`src/rtl/register_file_1w_wide_1r_narrow_pkg.sv`:
```
// Shared types and helpers for the asymmetric register file: clear-FSM
// state encoding and the lane-offset helper used by the row and read mux.
package rf_asym_pkg;

    typedef enum logic {
        RF_IDLE  = 1'b0,
        RF_CLEAR = 1'b1
    } rf_state_e;

    // Bit offset of a lane inside a wide row; lane 0 sits in the LSBs.
    function automatic int unsigned lane_lsb(input int unsigned lane,
                                             input int unsigned lane_width);
        return lane * lane_width;
    endfunction

endpackage

```
`src/rtl/register_file_1w_wide_1r_narrow_if.sv`:
```
// Bus bundle for the wide-write / narrow-read register file. The master side
// issues reads, writes and clear requests; the slave side is the register file.
interface register_file_1w_wide_1r_narrow_if #(
    parameter int unsigned WADDR_WIDTH = 5,
    parameter int unsigned RDATA_WIDTH = 32,
    parameter int unsigned N_LANES     = 2
);
    localparam int unsigned LANE_BITS   = $clog2(N_LANES);
    localparam int unsigned RADDR_WIDTH = WADDR_WIDTH + LANE_BITS;

    logic                           ReadEnable;
    logic [RADDR_WIDTH-1:0]         ReadAddr;
    logic [RDATA_WIDTH-1:0]         ReadData;
    logic                           WriteEnable;
    logic [WADDR_WIDTH-1:0]         WriteAddr;
    logic [N_LANES-1:0]             WriteLaneEn;
    logic [N_LANES*RDATA_WIDTH-1:0] WriteData;
    logic                           ClearReq;
    logic                           ClearBusy;

    modport master (
        output ReadEnable, ReadAddr, WriteEnable, WriteAddr, WriteLaneEn,
               WriteData, ClearReq,
        input  ReadData, ClearBusy
    );

    modport slave (
        input  ReadEnable, ReadAddr, WriteEnable, WriteAddr, WriteLaneEn,
               WriteData, ClearReq,
        output ReadData, ClearBusy
    );

endinterface

```
`src/rtl/register_file_1w_wide_1r_narrow_row.sv`:
```
// One storage row of N_LANES x RDATA_WIDTH flops with independent lane
// write enables. Storage is deliberately not reset.
module register_file_row
    import rf_asym_pkg::*;
#(
    parameter int unsigned RDATA_WIDTH = 32,
    parameter int unsigned N_LANES     = 2
) (
    input  logic                           clk_i,
    input  logic [N_LANES-1:0]             we_i,
    input  logic [N_LANES*RDATA_WIDTH-1:0] wdata_i,
    output logic [N_LANES*RDATA_WIDTH-1:0] rdata_o
);

    for (genvar k = 0; k < N_LANES; k++) begin : g_lane
        logic [RDATA_WIDTH-1:0] data_q;

        always_ff @(posedge clk_i) begin
            if (we_i[k]) begin
                data_q <= wdata_i[lane_lsb(k, RDATA_WIDTH) +: RDATA_WIDTH];
            end
        end

        assign rdata_o[lane_lsb(k, RDATA_WIDTH) +: RDATA_WIDTH] = data_q;
    end

endmodule

```
`src/rtl/register_file_1w_wide_1r_narrow.sv`:
```
// Wide-write / narrow-read flop register file with a sequential clear engine.
// Define RF_WR_BYPASS_EN for write-first same-cycle read behaviour.
module register_file_1w_wide_1r_narrow
    import rf_asym_pkg::*;
#(
    parameter int unsigned WADDR_WIDTH = 5,
    parameter int unsigned RDATA_WIDTH = 32,
    parameter int unsigned N_LANES     = 2
) (
    input  logic                               clk,
    input  logic                               rst_n,
    register_file_1w_wide_1r_narrow_if.slave   bus
);

    localparam int unsigned W_N_ROWS    = 2 ** WADDR_WIDTH;
    localparam int unsigned WDATA_WIDTH = N_LANES * RDATA_WIDTH;
    localparam int unsigned LANE_BITS   = $clog2(N_LANES);
    localparam int unsigned RADDR_WIDTH = WADDR_WIDTH + LANE_BITS;
    localparam int unsigned LSEL_W      = (LANE_BITS > 0) ? LANE_BITS : 1;

    rf_state_e              state_q;
    logic [WADDR_WIDTH-1:0] cnt_q;
    logic                   busy_q;
    logic [RDATA_WIDTH-1:0] rdata_q;
    logic [RDATA_WIDTH-1:0] rdata_d;

    logic                   clearing;
    logic                   ext_wr;
    logic [WDATA_WIDTH-1:0] wdata;
    logic [WDATA_WIDTH-1:0] row_q [W_N_ROWS];
    logic [WADDR_WIDTH-1:0] rd_row;
    logic [LSEL_W-1:0]      rd_lane;

    assign clearing = (state_q == RF_CLEAR);
    // A write arriving with an accepted ClearReq is dropped along with the clear.
    assign ext_wr   = bus.WriteEnable && (state_q == RF_IDLE) && !bus.ClearReq;
    assign wdata    = clearing ? '0 : bus.WriteData;

    for (genvar r = 0; r < W_N_ROWS; r++) begin : g_row
        logic [N_LANES-1:0] row_we;

        // Reset gates storage writes so a mid-clear reset leaves the next row intact.
        always_comb begin
            row_we = '0;
            if (rst_n) begin
                if (clearing) begin
                    if (cnt_q == WADDR_WIDTH'(r)) row_we = '1;
                end else if (ext_wr && (bus.WriteAddr == WADDR_WIDTH'(r))) begin
                    row_we = bus.WriteLaneEn;
                end
            end
        end

        register_file_row #(
            .RDATA_WIDTH (RDATA_WIDTH),
            .N_LANES     (N_LANES)
        ) u_row (
            .clk_i   (clk),
            .we_i    (row_we),
            .wdata_i (wdata),
            .rdata_o (row_q[r])
        );
    end

    if (LANE_BITS == 0) begin : g_nolane
        assign rd_row  = bus.ReadAddr;
        assign rd_lane = '0;
    end else begin : g_lane
        assign rd_row  = bus.ReadAddr[RADDR_WIDTH-1:LANE_BITS];
        assign rd_lane = bus.ReadAddr[LANE_BITS-1:0];
    end

`ifdef RF_WR_BYPASS_EN
    logic wr_hit;

    always_comb begin
        wr_hit = 1'b0;
        if (clearing) begin
            wr_hit = (cnt_q == rd_row);
        end else begin
            wr_hit = ext_wr && (bus.WriteAddr == rd_row) && bus.WriteLaneEn[rd_lane];
        end
    end

    always_comb begin
        rdata_d = row_q[rd_row][lane_lsb(32'(rd_lane), RDATA_WIDTH) +: RDATA_WIDTH];
        if (wr_hit) begin
            rdata_d = wdata[lane_lsb(32'(rd_lane), RDATA_WIDTH) +: RDATA_WIDTH];
        end
    end
`else
    always_comb begin
        rdata_d = row_q[rd_row][lane_lsb(32'(rd_lane), RDATA_WIDTH) +: RDATA_WIDTH];
    end
`endif

    always_ff @(posedge clk) begin
        if (!rst_n) begin
            state_q <= RF_IDLE;
            cnt_q   <= '0;
            busy_q  <= 1'b0;
            rdata_q <= '0;
        end else begin
            if (bus.ReadEnable) rdata_q <= rdata_d;
            case (state_q)
                RF_IDLE: begin
                    if (bus.ClearReq) begin
                        state_q <= RF_CLEAR;
                        cnt_q   <= '0;
                        busy_q  <= 1'b1;
                    end
                end
                RF_CLEAR: begin
                    if (cnt_q == '1) begin
                        state_q <= RF_IDLE;
                        cnt_q   <= '0;
                        busy_q  <= 1'b0;
                    end else begin
                        cnt_q <= cnt_q + WADDR_WIDTH'(1);
                    end
                end
                default: state_q <= RF_IDLE;
            endcase
        end
    end

    assign bus.ReadData  = rdata_q;
    assign bus.ClearBusy = busy_q;

endmodule

```
`src/flat_wrapper.sv`:
```
// flat-port wrapper written by rule: the top's interface ports become plain ports
module register_file_1w_wide_1r_narrow_flat import rf_asym_pkg::*;
#(
    parameter int unsigned WADDR_WIDTH = 5,
    parameter int unsigned RDATA_WIDTH = 32,
    parameter int unsigned N_LANES     = 2
)
  (clk, rst_n, bus_ReadEnable, bus_ReadAddr, bus_WriteEnable, bus_WriteAddr, bus_WriteLaneEn, bus_WriteData, bus_ClearReq, bus_ReadData, bus_ClearBusy);
  register_file_1w_wide_1r_narrow_if #(.WADDR_WIDTH(WADDR_WIDTH), .RDATA_WIDTH(RDATA_WIDTH), .N_LANES(N_LANES)) bus_i ();
  input  logic clk;
  input  logic rst_n;
  input wire logic [$bits(bus_i.ReadEnable)-1:0] bus_ReadEnable;
  input wire logic [$bits(bus_i.ReadAddr)-1:0] bus_ReadAddr;
  input wire logic [$bits(bus_i.WriteEnable)-1:0] bus_WriteEnable;
  input wire logic [$bits(bus_i.WriteAddr)-1:0] bus_WriteAddr;
  input wire logic [$bits(bus_i.WriteLaneEn)-1:0] bus_WriteLaneEn;
  input wire logic [$bits(bus_i.WriteData)-1:0] bus_WriteData;
  input wire logic [$bits(bus_i.ClearReq)-1:0] bus_ClearReq;
  output wire logic [$bits(bus_i.ReadData)-1:0] bus_ReadData;
  output wire logic [$bits(bus_i.ClearBusy)-1:0] bus_ClearBusy;
  assign bus_i.ReadEnable = bus_ReadEnable;
  assign bus_i.ReadAddr = bus_ReadAddr;
  assign bus_i.WriteEnable = bus_WriteEnable;
  assign bus_i.WriteAddr = bus_WriteAddr;
  assign bus_i.WriteLaneEn = bus_WriteLaneEn;
  assign bus_i.WriteData = bus_WriteData;
  assign bus_i.ClearReq = bus_ClearReq;
  assign bus_ReadData = bus_i.ReadData;
  assign bus_ClearBusy = bus_i.ClearBusy;
  register_file_1w_wide_1r_narrow #(.WADDR_WIDTH(WADDR_WIDTH), .RDATA_WIDTH(RDATA_WIDTH), .N_LANES(N_LANES)) u_core (.clk(clk), .rst_n(rst_n), .bus(bus_i));
endmodule
```
`config.mk`:
```
export PLATFORM = sky130hd
export DESIGN_NAME = register_file_1w_wide_1r_narrow_flat
export DESIGN_NICKNAME = d
export VERILOG_FILES = /design/src/rtl/register_file_1w_wide_1r_narrow_pkg.sv /design/src/rtl/register_file_1w_wide_1r_narrow_if.sv /design/src/rtl/register_file_1w_wide_1r_narrow_row.sv /design/src/rtl/register_file_1w_wide_1r_narrow.sv /design/src/flat_wrapper.sv
export SDC_FILE = /design/constraint.sdc
export NUM_CORES = 2
export LEC_CHECK = 0
export CORE_MARGIN = 3
export CORE_UTILIZATION = 50
export DETAILED_ROUTE_END_ITERATION = 16
export PLACE_DENSITY = 0.65
export SLEW_MARGIN = 20
export SYNTH_ARGS = -nofsm -noshare
export SYNTH_HDL_FRONTEND = slang
export SYNTH_SLANG_ARGS = --single-unit
```
`constraint.sdc`:
```
create_clock -name clk -period 5 [get_ports clk]
set_clock_uncertainty 0.2 [all_clocks]
set_input_delay 0.5 -clock clk [delete_from_list [all_inputs] [get_ports clk]]
set_output_delay 0.5 -clock clk [all_outputs]
set_load 0.02 [all_outputs]
```
# After elaboration in Yosys (flattened, before gate mapping)
# Index checks and enable logic that the tools add are counted.
# word_totals
in_bits	82
elab_cells	316
ff_bits	2087
# classes
magnitude_cmp	1
bitwise_logic	2
add_sub_neg	1
n_mux	141
shift	1
reduce_logical	38
eq_ne	64
# ops
op	n
binary-select mux 64 bit (select 5 bit)	1
two-way mux 2 bit	128
two-way mux 64 bit	3
== test 5 bit (second input constant)	32
== test 5 x 4 -> 1 bit (second input constant)	16
indexed part select 64 x 7 -> 32 bit	1
== test 5 x 3 -> 1 bit (second input constant)	8
logical AND 1 bit	34
== test 5 x 2 -> 1 bit (second input constant)	4
== test 5 x 1 -> 1 bit (second input constant)	2
logical NOT 5 bit	2
two-way mux 5 bit	2
case mux 5 bit (2 select lines)	1
>= comparator 6 bit (second input constant)	1
inverter 5 -> 6 bit	1
adder 5 x 1 -> 5 bit (second input constant)	1
two-way mux 1 bit	4
inequality test 2 bit (second input constant)	2
case mux 1 bit (2 select lines)	2
AND reduction 2 bit	1
logical NOT 1 bit	1
inverter 1 bit	1

# Logic depth before layout (Yosys ltp)
# logic_depth
ltp_word	7
ltp_mapped	11
mapped_depth_nobuf	7

# Hierarchy
# A second synthesis with hierarchy kept.
# hier_totals
hier_cells	3985
area_unflattened_um2	81609.5
# by_module_without_submodules
module	n_inst	cells_each	area_per_inst_um2	seq_area_each_um2
register_file_row	32	64	1921.8	1921.8
register_file_1w_wide_1r_narrow	1	1937	20110.5	780.7

# Worst setup path after synthesis
# OpenSTA, ideal clock, no wires.
# synth_timing
kind	input port to flip-flop
from	input bus_ClearReq
to	register u_core.g_row[24].u_row.g_lane[1].data_q[0] (enable)
path_buffers	1
path_slack_ns	0.452
arrival_ns	3.877
stages	6
setup_ns	0.470
path_cell_list	nor2_1 -> nand3_1 -> nor2_1 -> clkbuf_1 -> nand2_1 -> a21boi_0
# synth_between
elab_chain_cells	6
# synth_rtl
element	line	rtl
start, declared	flat_wrapper.sv:18	input wire logic [$bits(bus_i.ClearReq)-1:0] bus_ClearReq;
logical NOT 1 bit	register_file_1w_wide_1r_narrow.sv:36	assign ext_wr = bus.WriteEnable && (state_q == RF_IDLE) && !bus.ClearReq;
logical AND 1 bit	register_file_1w_wide_1r_narrow.sv:36	
logical AND 1 bit	register_file_1w_wide_1r_narrow.sv:48	end else if (ext_wr && (bus.WriteAddr == WADDR_WIDTH'(r))) begin
two-way mux 2 bit	register_file_1w_wide_1r_narrow.sv:48	
two-way mux 2 bit	register_file_1w_wide_1r_narrow.sv:46	if (clearing) begin
two-way mux 2 bit	register_file_1w_wide_1r_narrow.sv:45	if (rst_n) begin
net u_core.g_row[24].row_we[1]	register_file_1w_wide_1r_narrow.sv:40	logic [N_LANES-1:0] row_we;
end signal, assigned	register_file_1w_wide_1r_narrow_row.sv:20	data_q <= wdata_i[lane_lsb(k, RDATA_WIDTH) +: RDATA_WIDTH];
end, declared	register_file_1w_wide_1r_narrow_row.sv:16	logic [RDATA_WIDTH-1:0] data_q;
# The timed path passes the listed nets, and every way through them passes these cells.
# A chain may end at the register's enable or synchronous reset.

# Final worst setup path
# layout_timing
from	register u_core.state_q (netlist: u_core.clearing)
to	register u_core.g_row[15].u_row.g_lane[0].data_q[1] (enable)
# layout_between
elab_chain_cells	7
# layout_rtl
element	line	rtl
start, declared	register_file_1w_wide_1r_narrow.sv:21	rf_state_e state_q;
start signal, assigned	register_file_1w_wide_1r_narrow.sv:99	state_q <= RF_IDLE;
start signal, assigned	register_file_1w_wide_1r_narrow.sv:108	state_q <= RF_CLEAR;
start signal, assigned	register_file_1w_wide_1r_narrow.sv:115	state_q <= RF_IDLE;
inverter 1 bit	register_file_1w_wide_1r_narrow.sv:36	
logical AND 1 bit (2 in a row)	register_file_1w_wide_1r_narrow.sv:36	
logical AND 1 bit	register_file_1w_wide_1r_narrow.sv:48	
two-way mux 2 bit	register_file_1w_wide_1r_narrow.sv:48	
two-way mux 2 bit *	register_file_1w_wide_1r_narrow.sv:46	
two-way mux 2 bit *	register_file_1w_wide_1r_narrow.sv:45	
net u_core.g_row[15].row_we[0]	register_file_1w_wide_1r_narrow.sv:40	
end signal, assigned	register_file_1w_wide_1r_narrow_row.sv:20	
end, declared	register_file_1w_wide_1r_narrow_row.sv:16	
# The timed path passes the listed nets; every way through them passes the cells marked *.

==> impl_metrics.prom <==
# TYPE chip_impl_metric gauge
chip_impl_metric{name="max_freq",unit="GHz"} 0.283
chip_impl_info{name="grt_setup_unrepaired",value="no"} 1
chip_impl_metric{name="ios",unit=""} 115
chip_impl_metric{name="synthesis.instances",unit=""} 3868
chip_impl_metric{name="placed_cell_area",unit="um^2"} 86400
chip_impl_metric{name="yosysSeqAreaShare",unit=""} 0.766
chip_impl_metric{name="fp.dieH",unit="um"} 409
chip_impl_metric{name="slew_headroom",unit=""} 0.243
chip_impl_info{name="top_layer",value="met4"} 1
chip_impl_metric{name="slowest_delay",unit="ns"} 0.83
chip_impl_metric{name="finalCriticalPeriod",unit="ns"} 3.53
chip_impl_info{name="synthFlopType",value="edfxtp_1"} 1
chip_impl_metric{name="drt-met1-wl",unit="um"} 87100
chip_impl_metric{name="drtPass1Iterations",unit=""} 6
chip_impl_info{name="timing.rr.end",value="u_core.g_row[15].u_row.g_lane[0].data_q[1]"} 1
chip_impl_metric{name="regToRegSetupSlack",unit="ns"} 1.47
chip_impl_metric{name="route.met2.wl",unit="um"} 104000
chip_impl_metric{name="cp_data_arrival_time",unit="ns"} 3.84
chip_impl_metric{name="worst_r2r_path_depth",unit=""} 5
chip_impl_metric{name="grt_first_pass_wirelength",unit="um"} 311000
chip_impl_info{name="holdCritPathClass",value="input pin to flip-flop"} 1
chip_impl_metric{name="stdcell_count",unit=""} 6486
chip_impl_metric{name="detail-route-antenna-nets",unit=""} 0
chip_impl_metric{name="worstSkewPairLatency",unit="ns"} 0.81
chip_impl_metric{name="finalInstanceArea",unit="um^2"} 93100
chip_impl_metric{name="hold_viol_final",unit=""} 0
chip_impl_metric{name="ys_ff_latch",unit=""} 2087
chip_impl_info{name="endpoint_kind",value="flip-flop"} 1
chip_impl_info{name="crit_type",value="flip-flop to flip-flop"} 1
chip_impl_metric{name="cts_resized",unit=""} 0
chip_impl_info{name="clock_tree_root_buffer_cell",value="clkbuf_16"} 1
chip_impl_metric{name="vias",unit=""} 41400
chip_impl_info{name="outcome",value="complete, no violations"} 1
chip_impl_metric{name="core_area",unit="um^2"} 161000
chip_impl_info{name="rr_startpoint",value="u_core.clearing"} 1
chip_impl_metric{name="final_layout_size_suffix_gt1_frac",unit=""} 0.265
chip_impl_metric{name="leakage",unit="nW"} 29.8
chip_impl_metric{name="holdWs",unit="ns"} 0.230
chip_impl_metric{name="final_min_period_over_clock_period",unit=""} 0.707
chip_impl_metric{name="path_clk_slew",unit="ns"} 0.07
chip_impl_metric{name="detail_route.iter0.violations",unit=""} 5192
chip_impl_metric{name="viasPerCell",unit=""} 6.38
chip_impl_metric{name="initial_utilization",unit=""} 0.505
chip_impl_info{name="cp_slowest_cell",value="and2_2"} 1
chip_impl_info{name="startpoint_type",value="flip-flop"} 1
chip_impl_metric{name="clk_path_buf_depth",unit=""} 3
chip_impl_metric{name="numClockSinks",unit=""} 2087
chip_impl_metric{name="ir_worst_vdd",unit="mV"} 0.377
chip_impl_metric{name="dp_hpwl",unit="um"} 125000
chip_impl_metric{name="critPathBufInv",unit=""} 1
chip_impl_metric{name="setup-tns-final",unit="ns"} 0
chip_impl_metric{name="max_cap_violations",unit=""} 0
chip_impl_info{name="setup.worst_path.end",value="u_core.g_row[15].u_row.g_lane[0].data_q[1]"} 1
chip_impl_metric{name="floorplan.die.width",unit="um"} 409
chip_impl_metric{name="drc",unit=""} 0
chip_impl_metric{name="fp.dieArea",unit="um^2"} 168000
chip_impl_metric{name="finish.net_count",unit=""} 4240
chip_impl_metric{name="setup-violations-final",unit=""} 0
chip_impl_metric{name="first_global_vias",unit=""} 41800
chip_impl_metric{name="transition_time_of_the_tightest_slew_check_pin",unit="ns"} 1.14
chip_impl_metric{name="synthesis.area",unit="um^2"} 81400
chip_impl_metric{name="power.density_cell_area",unit="nW/um^2"} 397
chip_impl_metric{name="logic_depth_of_the_worst_path_buffers_included",unit=""} 5
chip_impl_metric{name="route.detailed.wl_per_inst",unit="um"} 33.4
chip_impl_metric{name="grt_max_degree",unit=""} 85
chip_impl_metric{name="timing_max_transition_violations_final",unit=""} 0
chip_impl_metric{name="post_synthesis_mean_instance_area",unit="um^2"} 21.0
chip_impl_metric{name="final_util",unit=""} 0.578
chip_impl_info{name="tritoncts",value="built"} 1
chip_impl_info{name="cpLargestDelayFamily",value="simple AND/OR/NAND/NOR gates"} 1
chip_impl_metric{name="floorplan.rows",unit=""} 147
chip_impl_metric{name="cts_post_setup_buffers_inserted",unit=""} 0
chip_impl_info{name="layout_common_cells",value="2048 x edfxtp_1, 451 x mux4_2, 209 x clkbuf_16"} 1
chip_impl_info{name="ordered_list_of_cells_on_the_worst_path",value="nor2_1, nand4_1, o21ai_0, and2_2, buf_4"} 1
chip_impl_metric{name="number_of_clock_buffers_inserted_by_tritoncts",unit=""} 202
chip_impl_metric{name="grt_antenna_before_repair",unit=""} 3
chip_impl_metric{name="yosysWarnings",unit=""} 0
chip_impl_metric{name="grt_overflow",unit=""} 0
chip_impl_metric{name="synth_async_sr_flop_share",unit=""} 0
chip_impl_metric{name="portBuffers",unit=""} 114
chip_impl_metric{name="crit_path_max_fanout",unit=""} 50
chip_impl_info{name="layout_commonest_cell",value="edfxtp_1"} 1
chip_impl_metric{name="dp_cell_count",unit=""} 6107
chip_impl_metric{name="cp_data_required_time",unit="ns"} 5.30
chip_impl_metric{name="filler_cell_count",unit=""} 11900
chip_impl_metric{name="place_congestion",unit=""} 0.891
chip_impl_metric{name="synth_unique_cells",unit=""} 53
chip_impl_metric{name="dr_wl_met3",unit="um"} 19600
chip_impl_metric{name="syn2layout_area_growth",unit="%"} 14.4
chip_impl_metric{name="syn_nets",unit=""} 3956
chip_impl_metric{name="detail_route.wirelength",unit="um"} 217000
chip_impl_metric{name="cts_max_level",unit=""} 4
chip_impl_metric{name="synth-edff-count",unit=""} 2048
chip_impl_info{name="crit_startpoint",value="u_core.clearing"} 1
chip_impl_metric{name="grt_use_total",unit=""} 0.260
==> metrics by stage <==
step / power, mW / setup WS (ns)
3_3_place_gp: 22.2 / 0.716
4_1_cts: 37.1 / 1.53
2_1_floorplan: 21.3 / 0.452
6_report: 36.9 / 1.47
3_5_place_dp: 22.3 / 0.948
5_1_grt: 38.0 / 1.25
==> cells by family after synthesis <==
kind of cell | count (synthesis) | synth area share
buf+inv | 237 | 0.0153
mux | 705 | 0.157
flops | 2087 | 0.766
fa+ha+maj | 6 | 0.000923
compound gates | 423 | 0.0373
simple gates | 410 | 0.0238
==> report_power, final <==
group | leakage [nW] | switching, mW | internal, mW
clock | 3.23 | 6.37 | 8.66
combinational | 7.64 | 1.43 | 0.805
sequential | 19.0 | 0.101 | 19.6
total | 29.8 | 7.90 | 29.0
==> state kept, by name, indices dropped and copies added, names as in the netlist <==
register and count:
u_core.clearing 1, u_core.bus.ClearBusy 1, u_core.cnt_q 5, u_core.bus.ReadData 32
u_core.g_row.u_row.g_lane.data_q 2048
==> cell type report <==
cell class                      count  area, um^2  area share
Sequential cell                  2087       62300       0.669
Inverter                            8        36.3    0.000390
Multi-Input combinational cell   1544       18600       0.199
Tap cell                         2160        2700      0.0290
Clock buffer                      268        5590      0.0601
Clock inverter                    109         970      0.0104
Antenna cell                        1        2.50   0.0000269
Timing Repair Buffer              309        2940      0.0316
==> worst reg2reg max path: cells and delay by family (launching register included) <==
kind,cells,cell delay (ns)
simple gates,3,1.79
buf+inv,1,0.32
compound gates,1,0.36
flops,1,0.56
==> worst min-delay path by stage <==
stage	startpoint	cells after the start	slack [ns]	endpoint
global placement	u_core.bus.ClearBusy	2	0.26	u_core.bus.ClearBusy
finish	bus_ReadAddr[3]	5	0.23	u_core.bus.ReadData[29]
detailed placement	u_core.bus.ClearBusy	2	0.27	u_core.bus.ClearBusy
floorplan	u_core.cnt_q[1]	2	0.32	u_core.cnt_q[3]
global route	bus_ReadAddr[3]	5	0.21	u_core.bus.ReadData[29]
CTS	bus_ReadAddr[3]	5	0.15	u_core.bus.ReadData[29]
==> layer usage <==
| layer | up-vias | track usage |
|---|---|---|
| met1 | 22100 | 0.370 |
| met3 | 381 | 0.0537 |
| met2 | 2125 | 0.412 |
| met4 | 0 | 0.0720 |
| li1 | 16800 | - |
| met5 | - | 0 |
==> cell usage after synthesis, types with 12 or more instances <==
master | number | area share
a221o_1 | 23 | 0.0028
buf_6 | 22 | 0.0030
o21a_1 | 33 | 0.0030
o22ai_1 | 53 | 0.0041
a221oi_1 | 20 | 0.0022
clkbuf_1 | 112 | 0.0052
nor3_1 | 18 | 0.0011
a31oi_1 | 14 | 0.0011
mux2i_1 | 184 | 0.023
o21ai_0 | 46 | 0.0028
o221ai_1 | 75 | 0.0081
mux4_2 | 451 | 0.12
buf_2 | 40 | 0.0025
nand2_1 | 146 | 0.0067
a21oi_1 | 66 | 0.0041
a21boi_0 | 33 | 0.0030
edfxtp_1 | 2048 | 0.76
nor2b_1 | 75 | 0.0058
buf_4 | 34 | 0.0031
o211ai_1 | 12 | 0.0011
mux2_2 | 70 | 0.0097
nand2b_1 | 12 | 0.00092
nor2_1 | 87 | 0.0040
dfxtp_1 | 39 | 0.0096
buf_1 | 20 | 0.00092
nand3_1 | 34 | 0.0021
and2_1 | 16 | 0.0012
==> what timing repair did <==
action,4_1_cts,5_1_grt
hold endpoints to repair,6,0
hold buffers,1,0
setup endpoints to repair,0,0
No activity file was read; power rests on OpenSTA's default activity.
